<file path="src/rtl/uart_tx_pkg.sv">
// Shared definitions for the UART TX system-bus controller: register offsets,
// FSM state type, divisor floor and stop-bit encodings.
package uart_tx_pkg;

  localparam logic [23:0] OFF_DATA    = 24'h00;
  localparam logic [23:0] OFF_BUSY    = 24'h04;
  localparam logic [23:0] OFF_DIV     = 24'h08;
  localparam logic [23:0] OFF_PARITY  = 24'h0C;
  localparam logic [23:0] OFF_STOPBIT = 24'h10;
  localparam logic [23:0] OFF_COUNT   = 24'h14;
  localparam logic [23:0] OFF_OVF     = 24'h18;
  localparam logic [23:0] OFF_SRST    = 24'h24;

  localparam logic [15:0] MIN_DIV     = 16'd16;
  localparam logic [1:0]  STOPBIT_ONE = 2'd1;
  localparam logic [1:0]  STOPBIT_TWO = 2'd2;

  typedef enum logic [2:0] {
    ST_IDLE,
    ST_START,
    ST_DATA,
    ST_PARITY,
    ST_STOP
  } tx_state_e;

endpackage

</file>
<file path="src/rtl/uart_tx_fifo.sv">
// Byte-wide synchronous FIFO for the UART transmitter; power-of-two depth,
// combinational head read, synchronous clear.
module uart_tx_fifo #(
  parameter int DEPTH = 8
) (
  input  logic                     clk_i,
  input  logic                     resetn_i,
  input  logic                     clr_i,
  input  logic                     push_i,
  input  logic [7:0]               wdata_i,
  input  logic                     pop_i,
  output logic [7:0]               rdata_o,
  output logic                     full_o,
  output logic                     empty_o,
  output logic [$clog2(DEPTH):0]   count_o
);

  localparam int AW = $clog2(DEPTH);

  logic [7:0]    mem [DEPTH];
  logic [AW-1:0] wr_ptr_q;
  logic [AW-1:0] rd_ptr_q;
  logic [AW:0]   count_q;
  logic          do_push;
  logic          do_pop;

  assign empty_o = (count_q == '0);
  assign full_o  = (count_q == (AW+1)'(DEPTH));
  assign count_o = count_q;
  assign rdata_o = mem[rd_ptr_q];

  // When full, a simultaneous pop frees the slot the push needs.
  assign do_pop  = pop_i & ~empty_o;
  assign do_push = push_i & (~full_o | do_pop);

  always_ff @(posedge clk_i or negedge resetn_i) begin
    if (!resetn_i) begin
      wr_ptr_q <= '0;
      rd_ptr_q <= '0;
      count_q  <= '0;
    end else if (clr_i) begin
      wr_ptr_q <= '0;
      rd_ptr_q <= '0;
      count_q  <= '0;
    end else begin
      if (do_push) wr_ptr_q <= wr_ptr_q + 1'b1;
      if (do_pop)  rd_ptr_q <= rd_ptr_q + 1'b1;
      case ({do_push, do_pop})
        2'b10:   count_q <= count_q + 1'b1;
        2'b01:   count_q <= count_q - 1'b1;
        default: count_q <= count_q;
      endcase
    end
  end

  always_ff @(posedge clk_i) begin
    if (do_push && !clr_i) mem[wr_ptr_q] <= wdata_i;
  end

endmodule

</file>
<file path="src/rtl/uart_tx_sb_ctrl.sv">
// UART TX system-bus controller: register file, read mux and bit-serial FSM.
// Optional interrupt logic is built only when UART_TX_IRQ_EN is defined.
//
// state     | meaning
// ST_IDLE   | line high, waiting for a byte in the FIFO
// ST_START  | start bit (0) for div cycles
// ST_DATA   | 8 data bits LSB-first, div cycles each
// ST_PARITY | even parity bit for div cycles
// ST_STOP   | stop bit(s) (1), div cycles each
module uart_tx_sb_ctrl
  import uart_tx_pkg::*;
#(
  parameter int FIFO_DEPTH  = 8,
  parameter int DEFAULT_DIV = 1042
) (
  input  logic        clk_i,
  input  logic        resetn_i,
  input  logic        req_i,
  input  logic        write_enable_i,
  input  logic [31:0] addr_i,
  input  logic [31:0] write_data_i,
  output logic [31:0] read_data_o,
  output logic        tx_o,
  output logic        irq_req_o,
  input  logic        irq_ret_i
);

  localparam int CW = $clog2(FIFO_DEPTH) + 1;

  tx_state_e   state_q, state_d;
  logic [15:0] baud_q, baud_d;
  logic [2:0]  bit_q, bit_d;
  logic        stop_q, stop_d;
  logic [7:0]  shift_q, shift_d;
  logic        par_q, par_d;
  logic        tx_d;
  logic        pop;
  logic        baud_end;

  logic [15:0] div_q;
  logic        parity_en_q;
  logic [1:0]  stopbit_q;
  logic        ovf_q;

  logic [23:0] off;
  logic        wr_acc, rd_acc, push_req, soft_rst, busy, cfg_wr_ok;
  logic [7:0]  fifo_rdata;
  logic        fifo_full, fifo_empty;
  logic [CW-1:0] fifo_count;
  logic [31:0] rdata_d;
  logic        unused_bits;

  assign off       = addr_i[23:0];
  assign wr_acc    = req_i & write_enable_i;
  assign rd_acc    = req_i & ~write_enable_i;
  assign push_req  = wr_acc && (off == OFF_DATA);
  assign soft_rst  = wr_acc && (off == OFF_SRST) && write_data_i[0];
  assign busy      = (state_q != ST_IDLE) || !fifo_empty;
  assign cfg_wr_ok = wr_acc && !busy;
  assign baud_end  = (baud_q == div_q - 16'd1);
  assign unused_bits = ^{addr_i[31:24], write_data_i[31:16]};

  uart_tx_fifo #(.DEPTH(FIFO_DEPTH)) u_fifo (
    .clk_i    (clk_i),
    .resetn_i (resetn_i),
    .clr_i    (soft_rst),
    .push_i   (push_req),
    .wdata_i  (write_data_i[7:0]),
    .pop_i    (pop),
    .rdata_o  (fifo_rdata),
    .full_o   (fifo_full),
    .empty_o  (fifo_empty),
    .count_o  (fifo_count)
  );

  always_comb begin
    state_d = state_q;
    baud_d  = baud_q + 16'd1;
    bit_d   = bit_q;
    stop_d  = stop_q;
    shift_d = shift_q;
    par_d   = par_q;
    pop     = 1'b0;
    case (state_q)
      ST_IDLE: begin
        baud_d = '0;
        if (!fifo_empty) begin
          pop     = 1'b1;
          state_d = ST_START;
          shift_d = fifo_rdata;
          par_d   = ^fifo_rdata;
        end
      end
      ST_START: if (baud_end) state_d = ST_DATA;
      ST_DATA: begin
        if (baud_end) begin
          shift_d = shift_q >> 1;
          bit_d   = bit_q + 3'd1;
          if (bit_q == 3'd7) state_d = parity_en_q ? ST_PARITY : ST_STOP;
        end
      end
      ST_PARITY: if (baud_end) state_d = ST_STOP;
      ST_STOP: begin
        if (baud_end) begin
          if (stopbit_q == STOPBIT_TWO && !stop_q) begin
            stop_d = 1'b1;
          end else if (!fifo_empty) begin
            // back-to-back frame: straight into the next start bit
            pop     = 1'b1;
            state_d = ST_START;
            shift_d = fifo_rdata;
            par_d   = ^fifo_rdata;
          end else begin
            state_d = ST_IDLE;
          end
        end
      end
      default: state_d = ST_IDLE;
    endcase

    if (state_d != state_q) begin
      baud_d = '0;
      bit_d  = '0;
      stop_d = 1'b0;
    end else if (baud_end) begin
      baud_d = '0;
    end

    if (soft_rst) begin
      state_d = ST_IDLE;
      baud_d  = '0;
      bit_d   = '0;
      stop_d  = 1'b0;
      pop     = 1'b0;
    end

    case (state_d)
      ST_START:  tx_d = 1'b0;
      ST_DATA:   tx_d = shift_d[0];
      ST_PARITY: tx_d = par_d;
      default:   tx_d = 1'b1;
    endcase
  end

  always_ff @(posedge clk_i or negedge resetn_i) begin
    if (!resetn_i) begin
      state_q <= ST_IDLE;
      baud_q  <= '0;
      bit_q   <= '0;
      stop_q  <= 1'b0;
      shift_q <= '0;
      par_q   <= 1'b0;
      tx_o    <= 1'b1;
    end else begin
      state_q <= state_d;
      baud_q  <= baud_d;
      bit_q   <= bit_d;
      stop_q  <= stop_d;
      shift_q <= shift_d;
      par_q   <= par_d;
      tx_o    <= tx_d;
    end
  end

  always_ff @(posedge clk_i or negedge resetn_i) begin
    if (!resetn_i) begin
      div_q       <= 16'(DEFAULT_DIV);
      parity_en_q <= 1'b0;
      stopbit_q   <= STOPBIT_ONE;
      ovf_q       <= 1'b0;
    end else begin
      if (cfg_wr_ok && off == OFF_DIV && write_data_i[15:0] >= MIN_DIV)
        div_q <= write_data_i[15:0];
      if (cfg_wr_ok && off == OFF_PARITY)
        parity_en_q <= write_data_i[0];
      if (cfg_wr_ok && off == OFF_STOPBIT)
        stopbit_q <= write_data_i[1:0];
      if (soft_rst)
        ovf_q <= 1'b0;
      else if (push_req && fifo_full && !pop)
        ovf_q <= 1'b1;
      else if (wr_acc && off == OFF_OVF && write_data_i[0])
        ovf_q <= 1'b0;
    end
  end

  always_comb begin
    rdata_d = '0;
    case (off)
      OFF_BUSY:    rdata_d = {31'd0, busy};
      OFF_DIV:     rdata_d = {16'd0, div_q};
      OFF_PARITY:  rdata_d = {31'd0, parity_en_q};
      OFF_STOPBIT: rdata_d = {30'd0, stopbit_q};
      OFF_COUNT:   rdata_d = {{(32-CW){1'b0}}, fifo_count};
      OFF_OVF:     rdata_d = {31'd0, ovf_q};
      default:     rdata_d = '0;
    endcase
  end

  always_ff @(posedge clk_i or negedge resetn_i) begin
    if (!resetn_i)   read_data_o <= '0;
    else if (rd_acc) read_data_o <= rdata_d;
  end

`ifdef UART_TX_IRQ_EN
  logic busy_q, irq_q;

  always_ff @(posedge clk_i or negedge resetn_i) begin
    if (!resetn_i) begin
      busy_q <= 1'b0;
      irq_q  <= 1'b0;
    end else begin
      // a soft-reset abort must not look like a completed transfer
      busy_q <= busy & ~soft_rst;
      if (soft_rst)             irq_q <= 1'b0;
      else if (busy_q && !busy) irq_q <= 1'b1;
      else if (irq_ret_i)       irq_q <= 1'b0;
    end
  end

  assign irq_req_o = irq_q;
`else
  logic unused_irq_ret;
  assign unused_irq_ret = irq_ret_i;
  assign irq_req_o      = 1'b0;
`endif

endmodule

</file>
<file path="config.mk">
export PLATFORM = sky130hd
export DESIGN_NAME = uart_tx_sb_ctrl
export DESIGN_NICKNAME = d
export VERILOG_FILES = /design/src/rtl/uart_tx_pkg.sv /design/src/rtl/uart_tx_fifo.sv /design/src/rtl/uart_tx_sb_ctrl.sv
export SDC_FILE = /design/constraint.sdc
export NUM_CORES = 1
export LEC_CHECK = 0
export BUFFER_PORTS_ARGS = -buffer_cell sky130_fd_sc_hd__buf_2
export CORE_AREA = 4 4 162 164
export CTS_BUF_LIST = sky130_fd_sc_hd__clkbuf_16
export DETAILED_ROUTE_END_ITERATION = 8
export DIE_AREA = 0 0 166 168
export PLACE_DENSITY = 0.56
export SYNTH_ARGS = -nofsm -noshare
export SYNTH_HDL_FRONTEND = slang
export SYNTH_SLANG_ARGS = --single-unit
</file>
<file path="constraint.sdc">
create_clock -name clk_i -period 6.24 [get_ports clk_i]
set_input_delay 1.248 -clock clk_i [delete_from_list [all_inputs] [get_ports clk_i]]
set_output_delay 1.248 -clock clk_i [all_outputs]
set_load 0.01 [all_outputs]
</file>
==> flow_summary.yaml, run 1 <==
status:
  outcome: "completed"
logic_synthesis:
  synth_top_family_by_area: "simple AND/OR/NAND/NOR gates"
  yosysWarnings: 0
  synth_edf_count: 64
  yosys.area_share.simple_pct: 17.5
  syn_area_per_cell_um2: 11.5
  synth.area.mux_share_pct: 9.73
  ys_types: 69
  ys_ff_latch: 143
  yosys_most_used_dff: "dfrtp_1"
  synth_most_common_cell: "dfrtp_1"
  synthAdderAreaFrac_pct: 1.63
  synth-xor-area-share_pct: 6.63
  synth_top_area_cell: "edfxtp_1"
  netlist_top_cells_count: "dfrtp_1 (74), nor2_1 (65), edfxtp_1 (64), nand2_1 (56)"
  synthCells: 640
  synth_area_leaders: "edfxtp_1 (26%), dfrtp_1 (25%), mux4_2 (4.9%)"
  synth_top_area_share_pct: 26.1
  async_flop_share_pct: 55.2
  ys_seq_area_share_pct: 53.1
  synth_compound_area_share_pct: 6.75
  syn_area_um2: 7360
pwr:
  p_per_area_nw_per_um2: 235
  irDropWorstVdd_mv: 0.172
  power_mw: 1.98
  power_leakage_nw: 3.45
min_path:
  min_to: "read_data_o[14]"
  min-delay-start: "read_data_o[14]"
  hold_path_depth: 2
  hold_path_class: "register to register"
timing:
  clock_skew_ns: 0.0108
  drv_slew: 0
  setup_ws_ns: 1.31
  maxSlewHeadroom_pct: 22.4
  fin_crit_ns: 4.93
  timing.fmax_mhz: 203
  finalSetupViolCount: 0
  post-route-period-util_pct: 79.0
  whs_ns: 0.464
  timing_hold_violations_final: 0
  rsz0062_at_grt: "no"
  setup_tns_ns: 0
  worst_slew_pin_slew_ns: 1.16
routing:
  via_count: 4984
  vias_per_cell: 4.83
  antenna_left: 0
  wl_met2_um: 8020
  wl_um: 16600
  highest_layer: "met4"
  first_pass_iters: 4
  wl_met3_um: 692
  wl_met1_um: 7670
  route.detailed.drc: 0
  wl_per_cell_um: 16.1
  dr.first_iter.drc_count: 315
critical_path:
  rrSetupSlack_ns: 1.31
  reg2regPathDepth: 14
  reg2reg_from: "div_q[2]"
  critPathKind: "register to register"
  start_kind: "register"
  cp.arrival_ns: 5.24
  critPathCaptureType: "register"
  required_ns: 6.55
  critPathMaxFanout: 15
  r2r-end: "u_fifo.count_o[3]"
floorplanning:
  initial_core_util_pct: 29.6
  die_height_um: 168
  die-area_um2: 27900
  ios: 103
  rows: 58
  core_um2: 24900
  fp.dieW_um: 166
clocking:
  clkSinkCount: 143
  numCtsBuffers: 17
  postCtsSetupBuffers: 0
  clockBufferDepth: 2
  holdBufCountCts: 0
  clk_latency_ns: 0.42
  cts.clk_slew.worst_paths_ns: 0.07
  root_buffer: "clkbuf_16"
  cts_max_level: 4
  cts_tree: "done"
  post_cts_resized: 0
global_route:
  antenna_found_initial: 0
  grt_max_degree: 57
  grt_pass1_wl_um: 27200
  gr-total-overflow: 0
  grt_pass1_vias: 4977
  grt_usage_pct: 12.2
cells_and_area:
  n_fill_cell: 2487
  drive_above_1_share_pct: 22.4
  fin_area_um2: 8460
  stdcell_count: 1032
  antenna_cells: 0
  final_nets: 767
  synthToLayoutAreaGrowth_pct: 15.0
  post-route-util_pct: 34.0
job:
  maxCapViolCount: 0
placement:
  port_buffers: 60
  placed_area_um2: 7910
  dp.cells: 1000
  place.gp.congestion: 0.818
  dp_hpwl_um: 11700
  dpl_worst_slack_ns: 1.32
-- metal layers --
metal	track usage (%)	vias up
met1	16.1	2467
met5	0	-
li1	-	2415
met2	20.2	90
met3	3.12	12
met4	3.48	0
-- registers in the layout, indices dropped and copies added, names as in the netlist --
register	cells
state_q	3
div_q	16
u_fifo.wr_ptr_q	3
u_fifo.count_o	4
parity_en_q	1
par_q	1
stop_q	1
ovf_q	1
u_fifo.mem	64
read_data_o	16
baud_q	16
bit_q	3
shift_q	8
tx_o	1
u_fifo.rd_ptr_q	3
stopbit_q	2
-- power by group --
group          switching, mW  internal [mW]  total [mW]  leakage [nW]
clock network          0.431          0.521       0.952         0.269
logic                 0.0347         0.0129      0.0475          1.59
registers           0.000139          0.985       0.985          1.59
-- how the worst max path moves through the flow --
stage                           from  depth (start not counted)                 to  slack, ns
final                       div_q[2]                         14  u_fifo.count_o[3]       1.31
after global routing        div_q[0]                         16  u_fifo.count_o[3]       0.79
after CTS                   div_q[2]                         14  u_fifo.count_o[3]       1.30
after detailed placement    div_q[2]                         14  u_fifo.count_o[3]       1.32
after global placement      div_q[2]                         14  u_fifo.count_o[3]       1.37
after floorplan           addr_i[12]                          6   u_fifo.mem[0][0]       2.25
-- placed cells by master (no fill, tap or decap), types with 3 or more instances in the layout --
master     count
edfxtp_1      64
inv_8          3
ha_1           8
o21ai_1        3
a21oi_1       14
dfstp_2        5
nand2_1       56
a221o_1        6
mux2i_1       13
a2111oi_0      3
clkbuf_16     17
mux2_2        20
nand3b_1       5
a21o_1         3
a22oi_1        4
a31oi_1        5
nor2_1        65
and3_1        11
nand3_1       34
o21ai_0       10
buf_2         59
nor3_2         4
nand2b_1       6
mux4_2        16
nor2b_1        3
nand4_1        7
nor3_1        17
nor4_1        13
xnor2_1       34
nand4b_1       4
inv_6          6
dfrtp_1       74
buf_4          8
or4_1          5
conb_1        17
inv_1         14
xor2_1        19
-- final cells by class --
| type | instances | area, um^2 | area share, % |
|---|---|---|---|
| tap | 330 | 413 | 4.88 |
| timing repair buffer | 67 | 355 | 4.20 |
| clock inverter | 15 | 125 | 1.48 |
| inverter | 14 | 52.6 | 0.621 |
| clock buffer | 17 | 425 | 5.03 |
| sequential | 143 | 3910 | 46.1 |
| multi-input combinational | 446 | 3190 | 37.6 |
-- cell families after synthesis --
kind of cell | Yosys count
xor gates and xnor gates | 54
muxes | 49
DFF | 143
other | 1
adders and majority gates | 9
buffers and inverters | 67
and+or+nand+nor | 249
AOI/OAI and AO/OA | 68
-- worst max-delay path: stages (launching register included) --
cell and delay [ns]:
dfrtp_1 0.52, nor4_4 0.76, nand3_1 0.19, a2111oi_2 0.44, o31ai_2 0.22, nor4_4 0.56
a21oi_1 0.47, nor3_1 0.47, ha_1 0.31, a21o_1 0.17, a21oi_1 0.19, a2111oi_0 0.08
a31oi_1 0.21, xor2_1 0.17, nor2_1 0.05
(Power assumes the default switching activity.)
==> run 2: changes to the inputs <==
--- a/config.mk
+++ b/config.mk
@@ -10,7 +10,7 @@
 export CTS_BUF_LIST = sky130_fd_sc_hd__clkbuf_16
 export DETAILED_ROUTE_END_ITERATION = 8
 export DIE_AREA = 0 0 166 168
-export PLACE_DENSITY = 0.56
+export PLACE_DENSITY = 0.57
 export SYNTH_ARGS = -nofsm -noshare
 export SYNTH_HDL_FRONTEND = slang
 export SYNTH_SLANG_ARGS = --single-unit
==> constraint.sdc (replaced) <==
create_clock -name clk_i -period 4.2 [get_ports clk_i]
set_input_delay 0.84 -clock clk_i [delete_from_list [all_inputs] [get_ports clk_i]]
set_output_delay 0.84 -clock clk_i [all_outputs]
set_load 0.01 [all_outputs]
==> run 2 against run 1 <==
Against the previous run:
- final cell count up 1.9%
- global-route usage up 0.15 points
- largest power group is now the clock network
- design area up 2.4%
- first-iteration DRC count up 21%
- via count up 1.3%
- worst hold slack worse by 0.0055 ns
- clock skew down 0.00095 ns
- non-clock buffer count up 20
- register-to-register slack worse by 1.0 ns
==> flow_summary.yaml, run 2 (synthesized netlist as in run 1, its figures left out) <==
floorplanning:
  initial_core_util_pct: 29.6
  core_um2: 24900
  die_height_um: 168
  rows: 58
  fp.dieW_um: 166
  die-area_um2: 27900
  ios: 103
pwr:
  seqPwrFrac_pct: 47.5
  p_clk_share_pct: 50.2
  p_per_area_nw_per_um2: 356
  power_mw: 3.08
  power_leakage_nw: 3.60
  p_int_mw: 2.46
  p_sw_uw: 616
  swShare_pct: 20.0
  irDropWorstVdd_mv: 0.299
  combPwrFrac_pct: 2.3
cells_and_area:
  max_flop_register: "u_fifo.mem"
  synthToLayoutAreaGrowth_pct: 17.8
  final_nets: 787
  drive_above_1_share_pct: 23.8
  n_fill_cell: 2470
  layout_common_cells: "dfrtp_1 (74), nor2_1 (65), edfxtp_1 (64)"
  layout_commonest_cell: "dfrtp_1"
  antenna_cells: 0
  largest_reg_flops: 64
clocking:
  root_buffer: "clkbuf_16"
  cts.clk_slew.worst_paths_ns: 0.06
  clkSinkCount: 143
  holdBufCountCts: 0
  clockBufferDepth: 2
  cts_tree: "done"
  numCtsBuffers: 17
  clk_latency_ns: 0.42
  cts_max_level: 4
critical_path:
  critPathCaptureType: "register"
  cp.arrival_ns: 4.20
  critPathMaxFanout: 11
  critPathKind: "register to register"
  start_kind: "register"
  required_ns: 4.50
timing:
  timing.fmax_mhz: 257
  timing_hold_violations_final: 0
  drv_slew: 0
  maxSlewHeadroom_pct: 42.0
  post-route-period-util_pct: 92.8
  fin_crit_ns: 3.90
  whs_ns: 0.458
  finalSetupViolCount: 0
  clock_skew_ns: 0.00981
  worst_slew_pin_slew_ns: 0.868
placement:
  place.gp.congestion: 0.841
  dp_hpwl_um: 12000
  port_buffers: 60
global_route:
  grt_usage_pct: 12.4
  antenna_found_initial: 0
  grt_pass1_vias: 5124
  grt_max_degree: 57
  gr-total-overflow: 0
  grt_pass1_wl_um: 27700
status:
  outcome: "completed"
routing:
  via_count: 5048
  wl_um: 16800
  antenna_left: 0
  first_pass_iters: 5
  route.detailed.drc: 0
  vias_per_cell: 4.80
  wl_per_cell_um: 16.0
  dr.first_iter.drc_count: 381
job:
  maxCapViolCount: 0
min_path:
  hold_path_class: "register to register"
==> run 2: cell types whose count changed in the layout (fill, tap and decap cells not counted), sizes merged <==
cell    previous run  this run
bufinv             0         4
buf               67        87
inv               23        19
==> run 2: path summary, 6_finish.rpt <==
check	startpoint	end	slack [ns]	depth (start not counted)
max	div_q[2]	u_fifo.count_o[3]	0.30	14
max reg2reg	div_q[2]	u_fifo.count_o[3]	0.30	14
min in group asynchronous	resetn_i	div_q[14]	0.47	1
max in group asynchronous	resetn_i	div_q[4]	2.87	2
min reg2reg	read_data_o[10]	read_data_o[10]	0.46	2
min	read_data_o[10]	read_data_o[10]	0.46	2
==> run 2: metal layers <==
layer | track usage (%) | part of all wire (%) | vias up
li1 | - | - | 2445
met2 | 20.8 | 50 | 79
met1 | 16.0 | 45 | 2502
met5 | 0 | 0 | -
met3 | 2.25 | 2.9 | 22
met4 | 4.88 | 2.2 | 0
==> run 2: power groups by stage <==
stage / Sequential (mW) / Clock [mW] / Combinational (mW)
after floorplan: 1.49 / 0 / 0.0304
after global placement: 1.49 / 0 / 0.0720
after detailed placement: 1.49 / 0 / 0.0729
after CTS: 1.46 / 1.59 / 0.0730
after global routing: 1.46 / 1.64 / 0.0811
final: 1.46 / 1.55 / 0.0707
==> run 2: critical path, cell delays in order (launching register included) <==
cell,delay [ns]
dfrtp_1,0.40
nor4_4,0.62
nand3_1,0.18
a2111oi_2,0.43
o31ai_2,0.20
nor4_4,0.41
a21oi_1,0.14
nor3_1,0.24
ha_1,0.29
a21o_1,0.17
a21oi_1,0.20
a2111oi_0,0.09
a31oi_1,0.19
xor2_1,0.17
nor2_1,0.05
==> run 2: cell type report <==
type	count	area (um^2)	area share, %
clock buffer	17	425	4.91
clock inverter	15	181	2.09
inverter	14	52.6	0.606
multi-input combinational	446	3180	36.7
sequential	143	3910	45.1
tap	330	413	4.77
timing repair buffer	87	505	5.83
==> run 2: timing repair <==
item / 4_1_cts / 5_1_grt
endpoints found under the setup margin: 0 / 1
setup buffers: 0 / 0
endpoints found under the hold margin: 0 / 0
gates resized for setup: 0 / 1
==> run 2: metrics by stage <==
step	instances	instance area [um^2]	util, %	worst slack [ns]	TNS [ns]
3_3_place_gp	1020	8050	32.3	0.403	0
2_1_floorplan	656	7420	-	0.222	0
3_5_place_dp	1020	8050	32.3	0.339	0
5_1_grt	1052	8660	34.8	-0.0000853	-0.0000853
6_report	1052	8660	34.8	0.303	0
4_1_cts	1052	8660	34.8	0.325	0
==> run 3: changes to the inputs <==
--- a/config.mk
+++ b/config.mk
@@ -6,10 +6,10 @@
 export NUM_CORES = 1
 export LEC_CHECK = 0
 export BUFFER_PORTS_ARGS = -buffer_cell sky130_fd_sc_hd__buf_2
-export CORE_AREA = 4 4 162 164
+export CORE_AREA = 4 4 193 139
 export CTS_BUF_LIST = sky130_fd_sc_hd__clkbuf_16
 export DETAILED_ROUTE_END_ITERATION = 8
-export DIE_AREA = 0 0 166 168
+export DIE_AREA = 0 0 197 143
 export PLACE_DENSITY = 0.57
 export SYNTH_ARGS = -nofsm -noshare
 export SYNTH_HDL_FRONTEND = slang
==> run 3 against run 2 <==
Against the previous run:
- combinational power up 2%
- power down 4.3%
- critical path depth up 3
- non-clock buffer count unchanged
- final cell count about the same
- fmax down 1.1%
- sequential share of layout area up 0.30 points
- register-to-register slack worse by 0.04 ns
- clock power down 9%
- critical endpoint unchanged
- largest cell class unchanged
==> flow_summary.yaml, run 3 (synthesized netlist as in run 1, its figures left out) <==
pwr:
  swShare_pct: 21.5
  p_sw_uw: 633
  p_per_area_nw_per_um2: 343
  p_clk_share_pct: 47.9
  combPwrFrac_pct: 2.5
  irDropWorstVdd_mv: 0.269
  p_int_mw: 2.32
  power_leakage_nw: 3.56
  seqPwrFrac_pct: 49.7
  power_mw: 2.95
placement:
  dp_hpwl_um: 12900
  dp.cells: 1021
  port_buffers: 60
  place.gp.congestion: 0.835
global_route:
  grt_usage_pct: 13.4
  top_usage_layer: "met1"
  antenna_found_initial: 1
  use_met3_pct: 3.51
  grt_use_met1_pct: 21.4
  gr-total-overflow: 0
  gr-usage-met2_pct: 17.5
  grt_pass1_vias: 4876
  grt_pass1_wl_um: 28700
  grt_max_degree: 80
critical_path:
  crit_path_cell_trace: "inv_1 -> ha_1 -> buf_4 -> nand2b_1 -> a21boi_0 -> o22ai_1 -> or3b_2 -> nor4_4 -> a21oi_1 -> nor3_1 -> ha_1 -> a21o_1 -> a21oi_1 -> a2111oi_0 -> a31oi_1 -> xor2_1 -> nor2_1"
  start_kind: "register"
  cp_slowest_cell: "dfstp_2"
  critPathCaptureType: "register"
  required_ns: 4.51
  critPathMaxFanout: 7
  cp.arrival_ns: 4.25
  slowest_delay_ns: 0.63
  critPathKind: "register to register"
  reg2regPathDepth: 17
timing:
  setup_tns_ns: 0
  whs_ns: 0.458
  clock_skew_ns: 0.00832
  maxSlewHeadroom_pct: 30.2
  rsz0062_at_grt: "no"
  timing.fmax_mhz: 254
  finalSetupViolCount: 0
  drv_slew: 0
  timing_hold_violations_final: 0
  fin_crit_ns: 3.94
  worst_slew_pin_slew_ns: 1.05
  post-route-period-util_pct: 93.8
routing:
  route.detailed.drc: 0
  via_count: 5155
  wl_um: 18000
  antenna_left: 0
  dr.first_iter.drc_count: 419
  first_pass_iters: 5
  wl_per_cell_um: 17.1
  vias_per_cell: 4.90
min_path:
  hold_path_depth: 2
  hold_path_class: "register to register"
clocking:
  clk_latency_ns: 0.43
  postCtsSetupBuffers: 0
  cts_max_level: 4
  cts.clk_slew.worst_paths_ns: 0.06
  numCtsBuffers: 17
  clkSinkCount: 143
  root_buffer: "clkbuf_16"
  cts_tree: "done"
  clockBufferDepth: 2
cells_and_area:
  stdcell_count: 1053
  final_nets: 787
  synthToLayoutAreaGrowth_pct: 17.0
  max_flop_register: "u_fifo.mem"
  antenna_cells: 0
  layout_commonest_cell: "dfrtp_1"
  largest_reg_flops: 64
  layout_common_cells: "dfrtp_1 (74), nor2_1 (65), edfxtp_1 (64)"
  post-route-util_pct: 34.2
  drive_above_1_share_pct: 23.7
floorplanning:
  die_height_um: 143
  die-area_um2: 28200
  ios: 103
  core_um2: 25100
  fp.dieW_um: 197
  rows: 49
  initial_core_util_pct: 29.3
job:
  maxCapViolCount: 0
status:
  outcome: "completed"
-- run 3: what timing repair did --
item                       4_1_cts  5_1_grt
gates resized for setup          0        1
hold buffers                     0        0
setup endpoints to repair        0        1
-- run 3: critical path: cells and delay by family (launching register included) --
kind,cells,cell delay [ns]
AOI/OAI and AO/OA,7,1.09
and+or+nand+nor,5,1.20
adders and majority gates,2,0.51
buffers and inverters,2,0.24
DFF,1,0.63
xor gates and xnor gates,1,0.16
-- run 3: area by class of cell --
cell class              count  area (um^2)
clock buffers              18          450
clock inverters            14         97.6
fillers                  2517        16500
inverters                  14         52.6
multi-input cells         446         3180
flip-flops and latches    143         3910
well taps                 331          414
repair buffers             87          505
-- run 3: through the flow --
| stage | area, um^2 | worst slack, ns |
|---|---|---|
| after floorplan | 7420 | 0.222 |
| after global placement | 8050 | 0.310 |
| after detailed placement | 8050 | 0.201 |
| after CTS | 8600 | 0.186 |
| after global routing | 8610 | 0.0273 |
| final | 8610 | 0.259 |
-- run 3: worst paths after layout --
path	start	to	slack (ns)
min	read_data_o[15]	read_data_o[15]	0.46
min reg2reg	read_data_o[15]	read_data_o[15]	0.46
max reg2reg	div_q[1]	u_fifo.count_o[3]	0.26
max in group asynchronous	resetn_i	div_q[3]	2.92
max	div_q[1]	u_fifo.count_o[3]	0.26
min in group asynchronous	resetn_i	parity_en_q	0.55
-- run 3: routing by layer --
layer	up-vias	share of wire (%)
li1	2451	-
met1	2568	53
met2	114	41
met3	20	5.2
met4	2	1.0
met5	-	0.11
-- run 3: power by group through the flow --
stage	logic [mW]	registers (mW)	clock network (mW)
after floorplan	0.0304	1.49	0
after global placement	0.0733	1.49	0
after detailed placement	0.0740	1.49	0
after CTS	0.0742	1.46	1.45
after global routing	0.0824	1.46	1.51
final	0.0723	1.46	1.41
